## src/rtl/pipeline_hazard_ctrl.sv

```systemverilog
// rtl/pipeline_hazard_ctrl.sv - pipeline forwarding, stall/flush and data-memory wait/timeout controller
// Optional stall-cycle performance counter enabled by defining HAZARD_PERF_EN.
module pipeline_hazard_ctrl #(
    parameter int unsigned MEM_TIMEOUT = 15
) (
    input  logic       clk,
    input  logic       reset,
    input  logic [3:0] RA1D,
    input  logic [3:0] RA2D,
    input  logic [3:0] RA1E,
    input  logic [3:0] RA2E,
    input  logic [3:0] WA3E,
    input  logic [3:0] WA3M,
    input  logic [3:0] WA3W,
    input  logic       RegWriteM,
    input  logic       RegWriteW,
    input  logic       MemtoRegE,
    input  logic       PCSrcD,
    input  logic       PCSrcE,
    input  logic       PCSrcM,
    input  logic       PCSrcW,
    input  logic       BranchTakenE,
    input  logic       MemAccessM,
    input  logic       mem_ready,
    output logic [1:0] ForwardAE,
    output logic [1:0] ForwardBE,
    output logic       StallF,
    output logic       StallD,
    output logic       StallE,
    output logic       StallM,
    output logic       FlushD,
    output logic       FlushE,
    output logic       FlushW,
    output logic       mem_err
`ifdef HAZARD_PERF_EN
    ,
    output logic [31:0] stall_cnt
`endif
);

    localparam logic [7:0] TIMEOUT = 8'(MEM_TIMEOUT);

    typedef enum logic {
        IDLE,
        WAIT
    } state_t;

    state_t     state_q;
    logic [7:0] cnt_q;
    logic       mem_err_q;

    logic ldr_stall;
    logic pc_wr_pending;
    logic mem_stall;

    // R15 is the PC; its value comes from the fetch path, never from a later stage.
    always_comb begin
        ForwardAE = 2'b00;
        if (RA1E != 4'd15) begin
            if (RegWriteM && (WA3M == RA1E))
                ForwardAE = 2'b10;
            else if (RegWriteW && (WA3W == RA1E))
                ForwardAE = 2'b01;
        end
    end

    always_comb begin
        ForwardBE = 2'b00;
        if (RA2E != 4'd15) begin
            if (RegWriteM && (WA3M == RA2E))
                ForwardBE = 2'b10;
            else if (RegWriteW && (WA3W == RA2E))
                ForwardBE = 2'b01;
        end
    end

    assign ldr_stall     = MemtoRegE && ((WA3E == RA1D) || (WA3E == RA2D));
    assign pc_wr_pending = PCSrcD || PCSrcE || PCSrcM;

    // The timeout cycle itself releases the pipeline so the aborted access retires.
    assign mem_stall = MemAccessM && !mem_ready
                       && !((state_q == WAIT) && (cnt_q == TIMEOUT));

    always_comb begin
        StallF = 1'b0;
        StallD = 1'b0;
        StallE = 1'b0;
        StallM = 1'b0;
        FlushD = 1'b0;
        FlushE = 1'b0;
        FlushW = 1'b0;
        if (mem_stall) begin
            StallF = 1'b1;
            StallD = 1'b1;
            StallE = 1'b1;
            StallM = 1'b1;
            FlushW = 1'b1;
        end else begin
            StallF = ldr_stall || pc_wr_pending;
            StallD = ldr_stall;
            FlushD = pc_wr_pending || PCSrcW || BranchTakenE;
            FlushE = ldr_stall || BranchTakenE;
        end
    end

    always_ff @(posedge clk or posedge reset) begin
        if (reset) begin
            state_q   <= IDLE;
            cnt_q     <= 8'd0;
            mem_err_q <= 1'b0;
        end else begin
            mem_err_q <= 1'b0;
            case (state_q)
                IDLE: begin
                    if (MemAccessM && !mem_ready) begin
                        state_q <= WAIT;
                        cnt_q   <= 8'd1;
                    end
                end
                WAIT: begin
                    if (mem_ready) begin
                        state_q <= IDLE;
                        cnt_q   <= 8'd0;
                    end else if (cnt_q == TIMEOUT) begin
                        state_q   <= IDLE;
                        cnt_q     <= 8'd0;
                        mem_err_q <= 1'b1;
                    end else begin
                        cnt_q <= cnt_q + 8'd1;
                    end
                end
                default: begin
                    state_q <= IDLE;
                    cnt_q   <= 8'd0;
                end
            endcase
        end
    end

    assign mem_err = mem_err_q;

`ifdef HAZARD_PERF_EN
    logic [31:0] stall_cnt_q;
    logic [31:0] stall_cnt_d;

    assign stall_cnt_d = (StallF || StallM) ? stall_cnt_q + 32'd1 : stall_cnt_q;

    always_ff @(posedge clk or posedge reset) begin
        if (reset)
            stall_cnt_q <= 32'd0;
        else
            stall_cnt_q <= stall_cnt_d;
    end

    assign stall_cnt = stall_cnt_q;
`endif

endmodule

```

## config.mk

```make
export PLATFORM = sky130hd
export DESIGN_NAME = pipeline_hazard_ctrl
export DESIGN_NICKNAME = d
export VERILOG_FILES = /design/src/rtl/pipeline_hazard_ctrl.sv
export SDC_FILE = /design/constraint.sdc
export NUM_CORES = 1
export LEC_CHECK = 0
export ABC_AREA = 1
export CORE_ASPECT_RATIO = 0.7
export CORE_MARGIN = 4
export CORE_UTILIZATION = 37
export DETAILED_ROUTE_END_ITERATION = 8
export GPL_ROUTABILITY_DRIVEN = 0
export GPL_TIMING_DRIVEN = 0
export PLACE_DENSITY_LB_ADDON = 0.1
export SKIP_CTS_REPAIR_TIMING = 1
export SYNTH_ARGS = -nofsm -noshare
export SYNTH_HDL_FRONTEND = slang
export SYNTH_SLANG_ARGS = --single-unit
```

## constraint.sdc

```tcl
create_clock -name clk -period 3.48 [get_ports clk]
set_input_delay 0.348 -clock clk [delete_from_list [all_inputs] [get_ports clk]]
set_output_delay 0.348 -clock clk [all_outputs]
set_load 0.03 [all_outputs]
```

==> results.yml <==
sta:
  finalHoldViolCount: 0
  setup_viol: 0
  setup_ws_ns: 0.8493
  worstMarginPinSlew_ns: 0.3862
  tns_ns: 0
  fmax_mhz: 380.1
  finalClockSkew_ns: 0.003759
  fin_crit_ns: 2.631
  max-slew-margin-rel: 0.7422
  rsz0062_at_grt: "no"
  min_period_over_period: 0.7559
  report.final.slew_viol_count: 0
synth:
  synthesis.nets: 205
  synth_common_cells: "48 x nand2_1, 28 x inv_1, 16 x nor2_1"
  synth_seq_area_share: 0.2466
  synth_top_family_by_area: "simple AND/OR/NAND/NOR gates"
  muxShareOfSynthArea: 0
  synth-simple-area-share: 0.3748
  synth_fa_ha_area_frac: 0.01233
  yosysWarnings: 0
  syn_inst: 164
  synthFlopType: "dfrtp_1"
  yosys.area.top_type: "dfrtp_1"
  synth_compound_area_frac: 0.1578
  syn_avg_cell_area_um2: 6.187
  synth_top_area_frac: 0.2466
  synth.most_common_cell: "nand2_1"
  synth.distinct_cells: 27
  synth_edf_count: 0
  synthXorXnorAreaFrac: 0.08631
  synthArstFlopShare: 1.000
  ys_ff_latch: 10
  synth_area_um2: 1015
  synth.area.top_cells: "dfrtp_1 25%, nand2_1 18%, inv_1 10%, nor2_1 5.9%, xor2_1 5.2%"
floorplanning:
  ios: 52
  dieArea_um2: 3658
  die_h_um: 51.82
  rows: 15
  fp.dieW_um: 70.59
  start_util: 0.4005
  fp.coreArea_um2: 2534
layout:
  utilization: 0.6405
  antennaDiodeCount: 0
  syn_to_final_growth_pct: 59.93
  layout-drive-gt1-share: 0.07763
  nets: 261
  fillers: 231
placed_design:
  post-place-ws_ns: 0.9697
  dp_hpwl_mm: 2.295
  io_buffers: 51
clock_network:
  cts_buffer_depth: 2
  cts-buffers-inserted: 3
  cts_htree_levels: 1
  root_buffer: "clkbuf_8"
  tritoncts: "done"
  worstSkewPairLatency_ns: 0.24
  cts.sinks: 10
  clkTransAtPathRegs_ns: 0.05
pwr:
  pwr-share-clk: 0.338
  swShare: 0.2966
  ir_drop_v: 0.0001941
  power.total_mw: 0.4306
  seq_power_share: 0.309
  leakagePower_nw: 0.7729
  power_density_nw_per_um2: 265.3
  p_comb_frac: 0.353
  switching_power_mw: 0.1277
  p_int_mw: 0.3029
worst_setup_path:
  arrival_ns: 2.28
  reg2reg_slack_ns: 2.08
  crit_required_ns: 3.13
  r2r_end: "state_q"
  critPathKind: "register to output port"
  r2r_cells: 6
  crit_path_end_kind: "output port"
  reg2reg_from: "cnt_q[0]"
  path_max_fanout: 6
  start_kind: "register"
drt:
  totalWireLength_mm: 2.812
  drtIter0Drc: 30
  drt_first_pass_iters: 4
  vias: 1211
  final_antenna_net_count: 0
  vias_per_cell: 4.787
  wl_per_cell_um: 11.11
  drc: 0
global_route:
  grt_pass1_wl_mm: 4.526
  gr-usage-all-layers: 0.1528
  overflow: 0
  antenna_found_initial: 0
  first_global_vias: 1074
  grt_max_degree: 11
min_path:
  hold_path.class: "primary input to async pin"
job:
  cap_violations: 0
status:
  status: "finished, final reports clean"
-- flip-flops by register name (all words and copies together) (netlist names) --
name	flops
cnt_q	8
mem_err	1
state_q	1
-- metrics by stage --
step / cells / cell area, µm² / hold slack (ns)
6_report: 253 / 1623 / 0.3895
2_1_floorplan: 164 / 1015 / 0.1882
3_3_place_gp: 249 / 1568 / 0.4989
4_1_cts: 253 / 1623 / 0.3974
5_1_grt: 253 / 1623 / 0.4527
3_5_place_dp: 249 / 1568 / 0.5222
-- power groups by stage --
stage / Combinational [mW] / Clock (mW) / Sequential [mW]
5_1_grt: 0.167 / 0.157 / 0.134
2_1_floorplan: 0.0759 / 0 / 0.133
3_5_place_dp: 0.152 / 0 / 0.134
3_3_place_gp: 0.148 / 0 / 0.134
6_report: 0.152 / 0.145 / 0.133
4_1_cts: 0.153 / 0.149 / 0.133
-- routing by layer --
layer  track usage  routed length [µm]  vias to the layer above  share of wire
met5             0                   0                        -              0
met4       0.01875                   0                        0              0
met3       0.05212                 266                        0          0.095
met2        0.2686                1282                       56           0.46
met1        0.1880                1263                      522           0.45
li1              -                   -                      633              -
-- worst max path at each step --
stage               startpoint     end  slack, ns  depth (start not counted)
global placement     mem_ready  StallF       1.02                          7
detailed placement   mem_ready  StallF       0.97                          7
finish                cnt_q[0]  StallF       0.85                          9
floorplan             cnt_q[0]  StallF       1.49                          8
global route          cnt_q[0]  StallF       0.73                          9
CTS                   cnt_q[0]  StallF       0.85                          9
-- placed cells by master, fill, tap and decap left out, types with 2 or more instances in the layout --
cell,instances
clkdlybuf4s50_1,51
nand2_1,48
inv_1,28
nor2_1,16
dfrtp_1,10
a21oi_1,9
nand4_1,7
xor2_1,6
o21ai_0,6
nand3_1,5
xnor2_1,4
clkbuf_8,4
o21ai_2,3
nand2_2,2
nor2_2,2
o22ai_1,2
a31oi_1,2
nor3b_1,2
buf_4,2
-- layout make-up --
type | count | area, µm² | share of cell area
plain buffers | 2 | 15.01 | 0.009252
clock buffers | 4 | 55.05 | 0.03392
inverters | 29 | 108.9 | 0.06708
multi-input cells | 123 | 640.6 | 0.3948
flip-flops and latches | 10 | 250.2 | 0.1542
well taps | 34 | 42.54 | 0.02621
repair buffers | 51 | 510.5 | 0.3146
-- cells by family after synthesis --
group | count (synthesis)
AND/OR/NAND/NOR | 86
AO/OA/AOI/OAI | 26
flip-flops | 10
XOR/XNOR | 10
buffers and inverters | 31
adder cells (fa/ha/maj) | 1
-- critical path: stages (launching register included) --
cell	delay, ns
dfrtp_1	0.40
ha_1	0.22
nand2_1	0.12
nor2_2	0.06
nand2_2	0.09
nor2_2	0.05
a21oi_2	0.25
inv_1	0.09
nand3_1	0.08
clkdlybuf4s50_1	0.67
(Power assumes the default switching activity.)
